## config.mk

```make
export PLATFORM = sky130hd
export DESIGN_NAME = fir_tdm_mc_flat
export DESIGN_NICKNAME = d
export VERILOG_FILES = /design/src/rtl/fir_tdm_mc_if.sv /design/src/rtl/fir_tdm_mc.sv /design/src/flat_wrapper.sv
export SDC_FILE = /design/constraint.sdc
export NUM_CORES = 2
export LEC_CHECK = 0
export CAP_MARGIN = 15
export CORE_MARGIN = 10
export CORE_UTILIZATION = 57
export DETAILED_ROUTE_END_ITERATION = 7
export PLACE_DENSITY = 0.73
export SLEW_MARGIN = 5
export SYNTH_ARGS = -nofsm -noshare
export SYNTH_HDL_FRONTEND = slang
export SYNTH_SLANG_ARGS = --single-unit
```

## constraint.sdc

```tcl
create_clock -name clk -period 19.71 [get_ports clk]
set_input_delay 4.9275 -clock clk [delete_from_list [all_inputs] [get_ports clk]]
set_output_delay 4.9275 -clock clk [all_outputs]
set_load 0.02 [all_outputs]
```

## src/rtl/fir_tdm_mc_if.sv

```systemverilog
// Bus bundle for fir_tdm_mc: sample stream in, coefficient load port,
// filtered sample strobe out, and status pulses.
//   master : sample source / coefficient writer / result consumer
//   slave  : the filter itself
interface fir_tdm_mc_if #(
  parameter int unsigned N      = 39,
  parameter int unsigned DATA_W = 16,
  parameter int unsigned COEF_W = 16,
  parameter int unsigned NCH    = 2
) ();
  localparam int unsigned CH_W = (NCH > 1) ? $clog2(NCH) : 1;
  localparam int unsigned K_W  = $clog2(N);

  logic              s_tvalid;
  logic              s_tready;
  logic [DATA_W-1:0] s_tdata;
  logic [CH_W-1:0]   s_tchan;
  logic              coef_wr;
  logic [K_W-1:0]    coef_addr;
  logic [COEF_W-1:0] coef_data;
  logic              coef_busy;
  logic              m_tvalid;
  logic [DATA_W-1:0] m_tdata;
  logic [CH_W-1:0]   m_tchan;
  logic              sat;
  logic              chan_err;

  modport master (
    output s_tvalid, s_tdata, s_tchan, coef_wr, coef_addr, coef_data,
    input  s_tready, coef_busy, m_tvalid, m_tdata, m_tchan, sat, chan_err
  );

  modport slave (
    input  s_tvalid, s_tdata, s_tchan, coef_wr, coef_addr, coef_data,
    output s_tready, coef_busy, m_tvalid, m_tdata, m_tchan, sat, chan_err
  );
endinterface

```

## src/rtl/fir_tdm_mc.sv

```systemverilog
// Time-multiplexed multi-channel FIR: one MAC shared by NCH channels, each
// with an N-deep sample history, one shared runtime-loadable coefficient set.
// Output is rounded half-up, shifted by OUT_SHIFT and saturated to DATA_W.
// Ports:
//   clk    : rising-edge clock
//   rst_n  : asynchronous active-low reset
//   bus    : fir_tdm_mc_if.slave (s_* sample in with ready, coef_* load
//            port with busy, m_* result strobe, sat, chan_err)
module fir_tdm_mc #(
  parameter int unsigned N         = 39,
  parameter int unsigned DATA_W    = 16,
  parameter int unsigned COEF_W    = 16,
  parameter int unsigned NCH       = 2,
  parameter int unsigned OUT_SHIFT = 15
) (
  input  logic         clk,
  input  logic         rst_n,
  fir_tdm_mc_if.slave  bus
);
  localparam int unsigned CH_W   = (NCH > 1) ? $clog2(NCH) : 1;
  localparam int unsigned K_W    = $clog2(N);
  localparam int unsigned PROD_W = DATA_W + COEF_W;
  localparam int unsigned ACC_W  = DATA_W + COEF_W + $clog2(N);
  localparam int unsigned RND_W  = ACC_W + 1;

  localparam logic signed [RND_W-1:0] RND_HALF = RND_W'(1) << (OUT_SHIFT - 1);
  localparam logic signed [RND_W-1:0] SAT_MAX  = (RND_W'(1) << (DATA_W - 1)) - RND_W'(1);
  localparam logic signed [RND_W-1:0] SAT_MIN  = -(RND_W'(1) << (DATA_W - 1));
  localparam logic [DATA_W-1:0]       OUT_MAX  = {1'b0, {(DATA_W-1){1'b1}}};
  localparam logic [DATA_W-1:0]       OUT_MIN  = {1'b1, {(DATA_W-1){1'b0}}};

  typedef enum logic [1:0] {IDLE, MAC, OUT} state_t;

  state_t                   state;
  logic signed [DATA_W-1:0] hist [NCH][N];
  logic signed [COEF_W-1:0] coef [N];
  logic [CH_W-1:0]          ch;
  logic [K_W-1:0]           k;
  logic signed [ACC_W-1:0]  acc;

  logic                     chan_ok_c;
  logic                     coef_ok_c;
  logic signed [PROD_W-1:0] prod_c;
  logic signed [RND_W-1:0]  rnd_c;
  logic signed [RND_W-1:0]  shr_c;

  // Range checks widened by one bit so a full-range index compares cleanly
  assign chan_ok_c = {1'b0, bus.s_tchan}   < (CH_W + 1)'(NCH);
  assign coef_ok_c = {1'b0, bus.coef_addr} < (K_W + 1)'(N);

  // Shared MAC product and output rounding path
  assign prod_c = hist[ch][k] * coef[k];
  assign rnd_c  = RND_W'(acc) + RND_HALF;
  assign shr_c  = rnd_c >>> OUT_SHIFT;

  // Control FSM, histories, coefficients and registered outputs
  always_ff @(posedge clk or negedge rst_n) begin
    if (!rst_n) begin
      state         <= IDLE;
      ch            <= '0;
      k             <= '0;
      acc           <= '0;
      bus.s_tready  <= 1'b1;
      bus.coef_busy <= 1'b0;
      bus.m_tvalid  <= 1'b0;
      bus.m_tdata   <= '0;
      bus.m_tchan   <= '0;
      bus.sat       <= 1'b0;
      bus.chan_err  <= 1'b0;
      for (int c = 0; c < NCH; c++)
        for (int i = 0; i < N; i++)
          hist[c][i] <= '0;
      for (int i = 0; i < N; i++)
        coef[i] <= '0;
    end else begin
      bus.m_tvalid <= 1'b0;
      bus.chan_err <= 1'b0;
      case (state)
        IDLE: begin
          // A write landing with an accepted sample is seen by that sample's MAC
          if (bus.coef_wr && coef_ok_c)
            coef[bus.coef_addr] <= bus.coef_data;
          if (bus.s_tvalid) begin
            if (chan_ok_c) begin
              hist[bus.s_tchan][0] <= bus.s_tdata;
              for (int i = 1; i < N; i++)
                hist[bus.s_tchan][i] <= hist[bus.s_tchan][i-1];
              ch            <= bus.s_tchan;
              acc           <= '0;
              k             <= '0;
              bus.s_tready  <= 1'b0;
              bus.coef_busy <= 1'b1;
              state         <= MAC;
            end else begin
              bus.chan_err <= 1'b1;
            end
          end
        end
        MAC: begin
          acc <= acc + ACC_W'(prod_c);
          k   <= k + K_W'(1);
          if (k == K_W'(N - 1))
            state <= OUT;
        end
        OUT: begin
          bus.m_tvalid <= 1'b1;
          bus.m_tchan  <= ch;
          if (shr_c > SAT_MAX) begin
            bus.m_tdata <= OUT_MAX;
            bus.sat     <= 1'b1;
          end else if (shr_c < SAT_MIN) begin
            bus.m_tdata <= OUT_MIN;
            bus.sat     <= 1'b1;
          end else begin
            bus.m_tdata <= DATA_W'(shr_c);
            bus.sat     <= 1'b0;
          end
          bus.s_tready  <= 1'b1;
          bus.coef_busy <= 1'b0;
          state         <= IDLE;
        end
        default: state <= IDLE;
      endcase
    end
  end
endmodule

```

## src/flat_wrapper.sv

```systemverilog
// flat-port wrapper written by rule: the top's interface ports become plain ports
module fir_tdm_mc_flat 
#(
  parameter int unsigned N         = 39,
  parameter int unsigned DATA_W    = 16,
  parameter int unsigned COEF_W    = 16,
  parameter int unsigned NCH       = 2,
  parameter int unsigned OUT_SHIFT = 15
)
  (clk, rst_n, bus_s_tvalid, bus_s_tdata, bus_s_tchan, bus_coef_wr, bus_coef_addr, bus_coef_data, bus_s_tready, bus_coef_busy, bus_m_tvalid, bus_m_tdata, bus_m_tchan, bus_sat, bus_chan_err);
  fir_tdm_mc_if #(.N(N), .DATA_W(DATA_W), .COEF_W(COEF_W), .NCH(NCH)) bus_i ();
  input  logic clk;
  input  logic rst_n;
  input wire logic [$bits(bus_i.s_tvalid)-1:0] bus_s_tvalid;
  input wire logic [$bits(bus_i.s_tdata)-1:0] bus_s_tdata;
  input wire logic [$bits(bus_i.s_tchan)-1:0] bus_s_tchan;
  input wire logic [$bits(bus_i.coef_wr)-1:0] bus_coef_wr;
  input wire logic [$bits(bus_i.coef_addr)-1:0] bus_coef_addr;
  input wire logic [$bits(bus_i.coef_data)-1:0] bus_coef_data;
  output wire logic [$bits(bus_i.s_tready)-1:0] bus_s_tready;
  output wire logic [$bits(bus_i.coef_busy)-1:0] bus_coef_busy;
  output wire logic [$bits(bus_i.m_tvalid)-1:0] bus_m_tvalid;
  output wire logic [$bits(bus_i.m_tdata)-1:0] bus_m_tdata;
  output wire logic [$bits(bus_i.m_tchan)-1:0] bus_m_tchan;
  output wire logic [$bits(bus_i.sat)-1:0] bus_sat;
  output wire logic [$bits(bus_i.chan_err)-1:0] bus_chan_err;
  assign bus_i.s_tvalid = bus_s_tvalid;
  assign bus_i.s_tdata = bus_s_tdata;
  assign bus_i.s_tchan = bus_s_tchan;
  assign bus_i.coef_wr = bus_coef_wr;
  assign bus_i.coef_addr = bus_coef_addr;
  assign bus_i.coef_data = bus_coef_data;
  assign bus_s_tready = bus_i.s_tready;
  assign bus_coef_busy = bus_i.coef_busy;
  assign bus_m_tvalid = bus_i.m_tvalid;
  assign bus_m_tdata = bus_i.m_tdata;
  assign bus_m_tchan = bus_i.m_tchan;
  assign bus_sat = bus_i.sat;
  assign bus_chan_err = bus_i.chan_err;
  fir_tdm_mc #(.N(N), .DATA_W(DATA_W), .COEF_W(COEF_W), .NCH(NCH), .OUT_SHIFT(OUT_SHIFT)) u_core (.clk(clk), .rst_n(rst_n), .bus(bus_i));
endmodule
```

==> summary.md <==
| Metric | Value |
|---|---|
| Status | `finished clean` |
| Leak | `52.1 nW` |
| CP dominant cell by count | `fa_1` |
| Clk Latency, worst-skew pair | `0.84 ns` |
| Cell area after layout | `108000 sq um` |
| Synth top area share | `0.491` |
| Initial Util | `0.575` |
| Initial antenna violation count | `3` |
| Minimum clock period | `11.06 ns` |
| Final Max Tran Viols | `0` |
| Remaining routing DRC violations | `0` |
| Die Width | `437 microns` |
| Reg2reg setup slack | `8.65 ns` |
| Diode count | `0` |
| DIE HEIGHT | `437 microns` |
| Vias in the first global route | `60200` |
| Library cells used by synthesis | `67` |
| Slew @ Worst Pin | `1.26 ns` |
| Nets | `7064` |
| Largest net degree at the start of global routing | `167` |
| Vias | `55300` |
| Setup Total Neg Slack | `0 ns` |
| Critical path class | `flip-flop to flip-flop` |
| Tot GR Track Use | `0.224` |
| Post-synth EDFFs | `0` |
| PortBufs | `63` |
| Top cells by count, synth | `1939 x dfrtp_1, 1875 x mux2_2, 544 x mux4_2` |
| Hold_sp | `u_core.bus.s_tready` |
| Sequential share of the synthesized area | `0.491` |
| Top_reg_cell synth | `dfrtp_1` |
| CP arrival | `11.73 ns` |
| Post-synthesis async set-or-reset flop share | `1.00` |
| Gpl congestion | `0.879` |
| Die area | `191000 sq um` |
| R2R cell count | `29` |
| Hpwl dp | `132 mm` |
| Via density | `6.10` |
| Critical R2R Capture | `u_core.acc[37]` |
| DR iter-0 viols | `3896` |
| First-pass GRT wire length | `345 mm` |
| DR WL/cell | `23.2 microns` |
| Fill count | `12600` |
| Synth Warn # | `0` |
| Top-count cell post-synth | `dfrtp_1` |
| Top cell type by total area after synthesis | `dfrtp_1` |
| Worst ir drop on vdd | `0.116 mV` |
| Dpl cell area | `102000 sq um` |
| # hold bufs at CTS | `0` |
| Hold Crit Class | `flip-flop to flip-flop` |
| # Post-CTS Setup Buffers | `0` |
| Final hold slack | `0.471 ns` |
| Hold path depth | `2` |
| Slew Limit Headroom | `0.162` |
| Final wirelength | `210 mm` |
| Routed Antenna Nets | `0` |
| Post-CTS sizing | `0` |
| Setup Viol. Count Final | `0` |
| Io pins | `65` |
| H-tree levels | `4` |
| Gate Count Post-Synth | `6649` |
| Worst EP required | `20.38 ns` |
| GRT Residual Overflow | `0` |
| Num CTS Buffers | `198` |
| Worst setup SP type | `flip-flop` |
| Core area | `172000 sq um` |
| Hold Path End | `u_core.bus.s_tready` |
| Pwr/cell area | `95.4 nW/um^2` |
| Final Hold Fails | `0` |
| Final worst slack | `8.65 ns` |
| Syn Area/Cell | `14.9 sq um` |
| Root buf cell | `clkbuf_16` |
| Clk slew on worst S/H paths | `0.06 ns` |
| DRT Pass-1 Iters | `5` |
| Post-Syn Area | `98900 sq um` |
| CTS tree | `built` |
| Part of the cycle the worst path needs | `0.561` |
| Crit path capture type | `flip-flop` |
| Syn Nets | `7128` |
| Crit-path slowest cell | `buf_4` |
| CP max FO | `40` |
| Synth Register Bits | `1940` |
| Pre-CTS WS | `8.60 ns` |
| Setup Skew | `0.0399 ns` |
| Deepest clock path buffer count | `3` |
| Sinks on Clock Net | `1940` |
| Max cap viols | `0` |
| Share of layout cells above drive strength 1 | `0.430` |
| Worst r2r src | `u_core.k[1]` |
| Unrepaired setup endpoints after global routing | `no` |
| Area Growth Syn to Fin | `9.40%` |
| Fmax | `90.4 MHz` |
| Max stage delay on crit path | `0.77 ns` |
| Total chip power | `10.3 mW` |
| Top cells by area, synth | `dfrtp_1 49%, mux2_2 21%, mux4_2 12%` |
| Rows | `152` |
## power by group
group          switching [mW]  internal [mW]
Sequential              0.149           4.07
Clock                    1.59           2.15
Combinational            1.44          0.921
Total                    3.19           7.14
## metal layers
layer	part of all wire	vias up	wire (microns)	GRT usage
li1	-	23800	-	-
met1	0.44	30000	93600	0.317
met2	0.48	1208	101000	0.360
met4	0.028	2	5810	0.0655
met3	0.046	360	9680	0.0364
met5	0.000090	-	19	0
## cell families after synthesis
| logic type | synth area share |
|---|---|
| flip-flops | 0.491 |
| AO/OA/AOI/OAI | 0.0200 |
| XOR/XNOR | 0.00487 |
| other | 0.0000379 |
| buffers and inverters | 0.0347 |
| multiplexers | 0.344 |
| AND/OR/NAND/NOR | 0.0254 |
| adder cells (fa/ha/maj) | 0.0797 |
## stage by stage
step                cells  utilization
floorplan            6649            -
global placement     8692        0.590
detailed placement   8693        0.590
CTS                  9060        0.628
global route         9062        0.629
finish               9062        0.629
## layout by cell type, fill, tap and decap left out, drive strengths merged, types with 42 or more instances in the layout
cell type / count
a21oi: 95
buf: 130
clkbuf: 307
clkdlybuf4s50: 61
clkinv: 47
dfrtp: 1939
fa: 323
ha: 113
inv: 380
mux2: 1875
mux2i: 69
mux4: 544
nand2: 216
nand3: 42
nor2: 217
o21ai: 98
## worst max-delay path, delay by kind of cell, from the launching register on
| family | cells | cell delay (ns) |
|---|---|---|
| DFF | 1 | 0.71 |
| buffers and inverters | 8 | 2.53 |
| adders and majority gates | 7 | 3.39 |
| muxes | 2 | 1.13 |
| and+or+nand+nor | 4 | 0.49 |
| xor gates and xnor gates | 1 | 0.18 |
| AOI/OAI and AO/OA | 7 | 2.42 |
## worst max-delay path by stage
stage                            from              to  slack [ns]  cells after the start
final                     u_core.k[1]  u_core.acc[37]        8.65                     29
after global routing      u_core.k[1]  u_core.acc[37]        8.06                     29
after CTS                 u_core.k[0]  u_core.acc[37]        8.61                     28
after detailed placement  u_core.k[1]  u_core.acc[37]        8.60                     29
after global placement    u_core.k[1]  u_core.acc[37]        8.80                     29
after floorplan           u_core.k[0]  u_core.acc[37]       11.06                     31
## state kept, by name, summed over array words and instances (netlist names)
register	cells
u_core.ch	1
u_core.bus.m_tdata	16
u_core.hist	1248
u_core.bus.coef_busy	1
u_core.acc	38
u_core.state	2
u_core.bus.sat	1
u_core.bus.s_tready	1
u_core.bus.m_tvalid	1
u_core.coef	624
u_core.bus.m_tchan	1
u_core.k	6
## area by class of cell
| cell class | instances | area, sq um | area share |
|---|---|---|---|
| flip-flops and latches | 1940 | 48600 | 0.449 |
| multi-input cells | 3878 | 46900 | 0.434 |
| clock buffers | 307 | 5940 | 0.0549 |
| well taps | 2310 | 2890 | 0.0267 |
| repair buffers | 191 | 1770 | 0.0164 |
| inverters | 376 | 1420 | 0.0131 |
| clock inverters | 60 | 653 | 0.00604 |
No activity file was read; power rests on OpenSTA's default activity.
